File: src/rtl/audio_pkg.sv
// rtl/audio_pkg.sv - shared state encoding and slot geometry defaults for the I2S DAC serializer
package audio_pkg;

    typedef enum logic [1:0] {
        IDLE  = 2'd0,
        RUN   = 2'd1,
        DRAIN = 2'd2
    } aud_state_t;

    localparam int DEF_SAMPLE_W = 16;
    localparam int DEF_SLOT_W   = 16;
    localparam int FRAME_BITS   = 2 * DEF_SLOT_W;

endpackage

File: src/rtl/aud_bclk_div.sv
// rtl/aud_bclk_div.sv - prescaler and registered BCLK toggle with single-clk edge events
module aud_bclk_div #(
    parameter int HALF_DIV = 16
) (
    input  logic clk,
    input  logic reset,
    input  logic run_en,
    output logic bclk,
    output logic rise_evt,
    output logic fall_evt
);

    localparam int PW = (HALF_DIV > 1) ? $clog2(HALF_DIV) : 1;

    logic [PW-1:0] presc;
    logic          tc;

    assign tc       = run_en && (presc == PW'(HALF_DIV - 1));
    // Events coincide with the clk edge on which bclk toggles.
    assign rise_evt = tc && !bclk;
    assign fall_evt = tc && bclk;

    always_ff @(posedge clk) begin
        if (reset || !run_en) begin
            presc <= '0;
            bclk  <= 1'b0;
        end else if (tc) begin
            presc <= '0;
            bclk  <= !bclk;
        end else begin
            presc <= presc + 1'b1;
        end
    end

endmodule

File: src/rtl/audio_dac_serializer.sv
// rtl/audio_dac_serializer.sv - one-sample holding register and mono I2S serializer; DAC_UNDERRUN_CNT_EN adds underrun_count
module audio_dac_serializer
    import audio_pkg::*;
#(
    parameter int SAMPLE_W      = DEF_SAMPLE_W,
    parameter int SLOT_W        = DEF_SLOT_W,
    parameter int BCLK_HALF_DIV = 16
) (
    input  logic                clk,
    input  logic                reset,
    input  logic                enable,
    input  logic [SAMPLE_W-1:0] sample_in,
    input  logic                sample_valid,
    output logic                sample_ready,
    output logic                aud_bclk,
    output logic                aud_daclrck,
    output logic                aud_dacdat,
    output logic                frame_start,
    output logic                underrun,
    output logic                busy
`ifdef DAC_UNDERRUN_CNT_EN
    ,
    output logic [15:0]         underrun_count
`endif
);

    localparam int FRAME_LEN = 2 * SLOT_W;
    localparam int CNT_W     = $clog2(FRAME_LEN);

    aud_state_t          state, state_d;
    logic                hold_full;
    logic [SAMPLE_W-1:0] hold_data;
    logic [SAMPLE_W-1:0] frame_sample;
    logic [SLOT_W-1:0]   shreg;
    logic [SLOT_W-1:0]   shreg_load;
    logic [CNT_W-1:0]    bit_cnt;
    logic [CNT_W-1:0]    bit_cnt_nxt;
    logic                run_en;
    logic                fall_evt;
    logic                unused_rise_evt;
    logic                accept;
    logic                entry;
    logic                frame_edge;
    logic                consume;
    logic                underrun_evt;
    logic                go_idle;
    logic                slot_first;

    assign run_en = (state != IDLE);

    aud_bclk_div #(
        .HALF_DIV (BCLK_HALF_DIV)
    ) u_bclk_div (
        .clk      (clk),
        .reset    (reset),
        .run_en   (run_en),
        .bclk     (aud_bclk),
        .rise_evt (unused_rise_evt),
        .fall_evt (fall_evt)
    );

    assign bit_cnt_nxt  = (bit_cnt == CNT_W'(FRAME_LEN - 1)) ? '0 : bit_cnt + 1'b1;
    assign slot_first   = (bit_cnt_nxt == CNT_W'(1)) || (bit_cnt_nxt == CNT_W'(SLOT_W + 1));
    // Left-justify the sample inside the slot; unused low slot bits carry zeros.
    assign shreg_load   = SLOT_W'(frame_sample) << (SLOT_W - SAMPLE_W);

    assign sample_ready = !hold_full;
    assign accept       = sample_valid && !hold_full;
    assign entry        = (state == IDLE) && (state_d == RUN);
    assign frame_edge   = (state == RUN) && fall_evt && (bit_cnt_nxt == '0);
    assign consume      = entry || (frame_edge && hold_full);
    assign underrun_evt = frame_edge && !hold_full;
    assign go_idle      = (state == DRAIN) && fall_evt && (bit_cnt_nxt == CNT_W'(1));
    assign aud_dacdat   = shreg[SLOT_W-1];
    assign busy         = (state != IDLE);

    always_ff @(posedge clk) begin
        if (reset) begin
            state <= IDLE;
        end else begin
            state <= state_d;
        end
    end

    always_comb begin
        state_d = state;
        case (state)
            IDLE:    if (enable && hold_full) state_d = RUN;
            RUN:     if (!enable)             state_d = DRAIN;
            DRAIN:   if (go_idle)             state_d = IDLE;
            default:                          state_d = IDLE;
        endcase
    end

    // Holding register: a consume and an accept can never coincide, since one needs full and the other empty.
    always_ff @(posedge clk) begin
        if (reset) begin
            hold_full <= 1'b0;
            hold_data <= '0;
        end else if (consume) begin
            hold_full <= 1'b0;
        end else if (accept) begin
            hold_full <= 1'b1;
            hold_data <= sample_in;
        end
    end

    always_ff @(posedge clk) begin
        if (reset) begin
            frame_sample <= '0;
            shreg        <= '0;
            bit_cnt      <= '0;
            aud_daclrck  <= 1'b0;
            frame_start  <= 1'b0;
            underrun     <= 1'b0;
        end else begin
            frame_start <= 1'b0;
            underrun    <= 1'b0;
            if (entry) begin
                frame_sample <= hold_data;
                frame_start  <= 1'b1;
                shreg        <= '0;
                bit_cnt      <= '0;
                aud_daclrck  <= 1'b0;
            end else if (state == IDLE || go_idle) begin
                shreg       <= '0;
                bit_cnt     <= '0;
                aud_daclrck <= 1'b0;
            end else if (fall_evt) begin
                bit_cnt     <= bit_cnt_nxt;
                aud_daclrck <= (bit_cnt_nxt >= CNT_W'(SLOT_W));
                shreg       <= slot_first ? shreg_load : {shreg[SLOT_W-2:0], 1'b0};
                // On underrun the previous frame_sample is simply replayed.
                if (frame_edge && hold_full) begin
                    frame_sample <= hold_data;
                    frame_start  <= 1'b1;
                end
                if (underrun_evt) begin
                    underrun <= 1'b1;
                end
            end
        end
    end

`ifdef DAC_UNDERRUN_CNT_EN
    always_ff @(posedge clk) begin
        if (reset) begin
            underrun_count <= '0;
        end else if (underrun_evt && (underrun_count != 16'hFFFF)) begin
            underrun_count <= underrun_count + 16'd1;
        end
    end
`endif

endmodule
File: config.mk
export PLATFORM = sky130hd
export DESIGN_NAME = audio_dac_serializer
export DESIGN_NICKNAME = d
export VERILOG_FILES = /design/src/rtl/audio_pkg.sv /design/src/rtl/aud_bclk_div.sv /design/src/rtl/audio_dac_serializer.sv
export SDC_FILE = /design/constraint.sdc
export NUM_CORES = 1
export LEC_CHECK = 0
export BUFFER_PORTS_ARGS = -buffer_cell sky130_fd_sc_hd__buf_2
export CORE_ASPECT_RATIO = 2
export CORE_UTILIZATION = 49
export DETAILED_ROUTE_END_ITERATION = 10
export PLACE_DENSITY = 0.64
export SLEW_MARGIN = 15
export SYNTH_ARGS = -nofsm -noshare
export SYNTH_HDL_FRONTEND = slang
export SYNTH_SLANG_ARGS = --single-unit
File: constraint.sdc
create_clock -name clk -period 5.64 [get_ports clk]
set_input_delay 0.564 -clock clk [delete_from_list [all_inputs] [get_ports clk]]
set_output_delay 0.564 -clock clk [all_outputs]
set_load 0.03 [all_outputs]
==> impl_metrics.ini <==
[grt]
all_layer_global_routing_usage = 0.187
grt_first_pass_wirelength_um = 7920
grt.overflow.total = 0
grt_pass1_vias = 1899
number_of_antenna_violations_at_the_first_check_in_global_routing = 0
largest_net_degree_at_the_start_of_global_routing = 55

[power]
power.internal_uw = 684
sequential_share_of_power = 0.525
power.total_uw = 894
power.static_leakage_nw = 1.17
share_clk_of_total_power = 0.417
power.switching_uw = 210
sw_frac_of_total = 0.235
ir_worst_vdd_mv = 0.250
combPwrFrac = 0.058
power_density_mw_per_mm2 = 293

[yosys]
synth-seq-cells = 64
netlist_instances = 302
ys_warn_count = 0
synthesized_netlist_net_count = 327
synthFlopType = dfxtp_1
synth-edff-count = 0
synth-seq-area-share = 0.468
syn_area_per_cell_um2 = 9.07
syn-cell-area_mm2 = 0.00274
post_synth_num_cell_types = 40
async_reset_ff_frac = 0

[timing]
final.period_utilization = 0.472
fin_worst_skew_ns = 0.00436
setup_violations = 0
worst_slack_ns = 2.98
slew_viol_final = 0
achievable-frequency_mhz = 376
totalNegativeSetupSlack_ns = 0
finalHoldViolCount = 0
max_slew.worst_pin.slew_ns = 1.09
min_period_ns = 2.66
grt_setup_unrepaired = false
timing.hold.ws_ns = 0.452
worst_slew_margin_rel = 0.273

[floorplan]
rows = 38
fp.dieArea_mm2 = 0.00591
initial_utilization = 0.505
chipHeight_um = 108
floorplan.die.width_um = 54.9
io-pin-count = 27
core_ar_mm2 = 0.00542

[critical_path]
worst_setup_path_start_kind = flip-flop
critical_path_required_ns = 5.91
crit_path_top_delay_cell = o31a_1
timing_worst_setup_path_type = flip-flop to flip-flop
timing.critical_path.cells = ha_1, and3_1, ha_1, o211ai_1, o31a_1, mux2i_1
crit_path_max_delay_family = compound AO/OA/AOI/OAI gates
path_buf_inv = 0
worst_path_most_repeated_cell = ha_1
maximum_fanout_along_the_worst_path = 17
worstPathArrival_ns = 2.92
cp_slowest_stage_delay_ns = 0.85
crit_path_end_kind = flip-flop

[cts]
clock-sinks = 64
post_cts_hold_buffer_count = 0
max-clock-path-buffers = 2
cts_repair_resize_count = 0
post_cts_setup_inserts = 0
clock_tree_from_tritoncts = built
total_cts_buffers = 9
clock_insertion_delay_worst_skew_ns = 0.34
ctsHtreeMaxLevel = 3
clk_pin_slew_ns = 0.07
buffer_type_at_the_clock_tree_root = clkbuf_8

[layout]
post_route_cells_drive_above_1_share = 0.153
stdcell_count = 387
nets = 347
areaGrowthSynthToFinish_pct = 11.5
antenna_diode_count = 0

[place]
gpl.final_weighted_congestion = 0.791
detailed_place_hpwl_um = 3220
pre_cts_ws_ns = 2.98
place.detailed.instances = 371
placement.io_buffers = 26

[detailed_routing]
drt-wirelength-per-cell_um = 12.4
drc = 0
via_per_inst = 5.25
drtIter0Drc = 33
detail-route-antenna-nets = 0
firstDrtPassIters = 4
routed_wl_um = 4810
detailed_route_via_count = 2033

[job]
max_cap_violations = 0

[status]
run_status = complete, no violations

[min_path]
hold_path.class = primary input to flip-flop
-- power by group through the flow --
stage,combinational [mW],clock (mW),sequential (mW)
6_report,0.0520,0.373,0.469
5_1_grt,0.0589,0.400,0.470
4_1_cts,0.0530,0.383,0.469
3_3_place_gp,0.0519,0,0.479
2_1_floorplan,0.0393,0,0.478
3_5_place_dp,0.0529,0,0.479
-- final cells by class --
cell class,instances,area [um2]
clock buffer,9,124
clock inverter,7,62.6
fill,544,2370
inverter,7,26.3
multi-input combinational,212,1340
sequential,64,1280
tap,60,75.1
timing repair buffer,28,145
-- stage by stage --
stage / utilization / instance area (um2)
final: 0.563 / 3050
after global routing: 0.563 / 3050
after CTS: 0.563 / 3050
after detailed placement: 0.529 / 2870
after global placement: 0.529 / 2870
after floorplan: - / 2740
-- logic make-up (layout without fill, tap and decap cells) --
family	Yosys count	in the layout	synth area share
AOI/OAI and AO/OA	54	54	0.124
xor gates and xnor gates	2	2	0.00640
adders and majority gates	5	5	0.0228
buffers and inverters	26	51	0.0461
DFF	64	64	0.468
muxes	31	31	0.113
and+or+nand+nor	120	120	0.220
-- flip-flops by register name (all words and copies together) (netlist names) --
register	cells
underrun	1
u_bclk_div.bclk	1
frame_start	1
frame_sample	16
hold_full	1
bit_cnt	5
u_bclk_div.presc	4
shreg	16
hold_data	16
state	2
aud_daclrck	1
-- per-layer routing --
metal  track usage  up-vias  part of all wire
met2         0.318       31              0.51
met4         0.110        0             0.023
li1              -     1060                 -
met5             0        -                 0
met1         0.188      933              0.44
met3        0.0551        9             0.030
-- worst reg2reg max path: cells and delay by family, from the launching register on --
kind	cells	cell delay, ns
AND/OR/NAND/NOR	1	0.20
AO/OA/AOI/OAI	2	1.17
adder cells (fa/ha/maj)	2	0.54
multiplexers	1	0.28
flip-flops	1	0.39
-- path summary, 6_finish.rpt --
path	start	endpoint	cells past startpoint	slack (ns)
setup / recovery	bit_cnt[0]$_SDFFE_PP0N_	frame_sample[9]$_SDFFE_PP0P_	6	2.98
hold / removal	sample_in[1]	hold_data[1]$_SDFFE_PP0P_	3	0.45
setup reg to reg	bit_cnt[0]$_SDFFE_PP0N_	frame_sample[9]$_SDFFE_PP0P_	6	2.98
hold reg to reg	hold_data[5]$_SDFFE_PP0P_	hold_data[5]$_SDFFE_PP0P_	2	0.45
-- Yosys cell counts (2+ instances only) --
cell type	n	area (um2)
dfxtp_1	64	1280
mux2i_1	31	310
buf_2	2	10.0
ha_1	5	62.6
inv_1	7	26.3
nand3_1	2	10.0
nor2_1	25	93.8
a21oi_1	26	130
nor3_1	3	15.0
a211oi_1	15	113
and3_1	3	18.8
nand2b_1	33	206
nand2_1	43	161
clkbuf_1	12	45.0
buf_6	3	33.8
o21ai_0	4	20.0
-- placed cells by master, fill, tap and decap left out, types with 5 or more instances in the layout --
| cell type | netlist | layout |
|---|---|---|
| clkinv_2 | 0 | 5 |
| mux2i_1 | 31 | 31 |
| nand2_1 | 43 | 43 |
| inv_1 | 7 | 7 |
| dfxtp_1 | 64 | 64 |
| ha_1 | 5 | 5 |
| a211oi_1 | 15 | 15 |
| buf_2 | 2 | 26 |
| clkbuf_8 | 0 | 9 |
| a21oi_1 | 26 | 26 |
| nand2b_1 | 33 | 33 |
| nor2_1 | 25 | 25 |
Note: power is estimated with default switching activity, not from simulation.
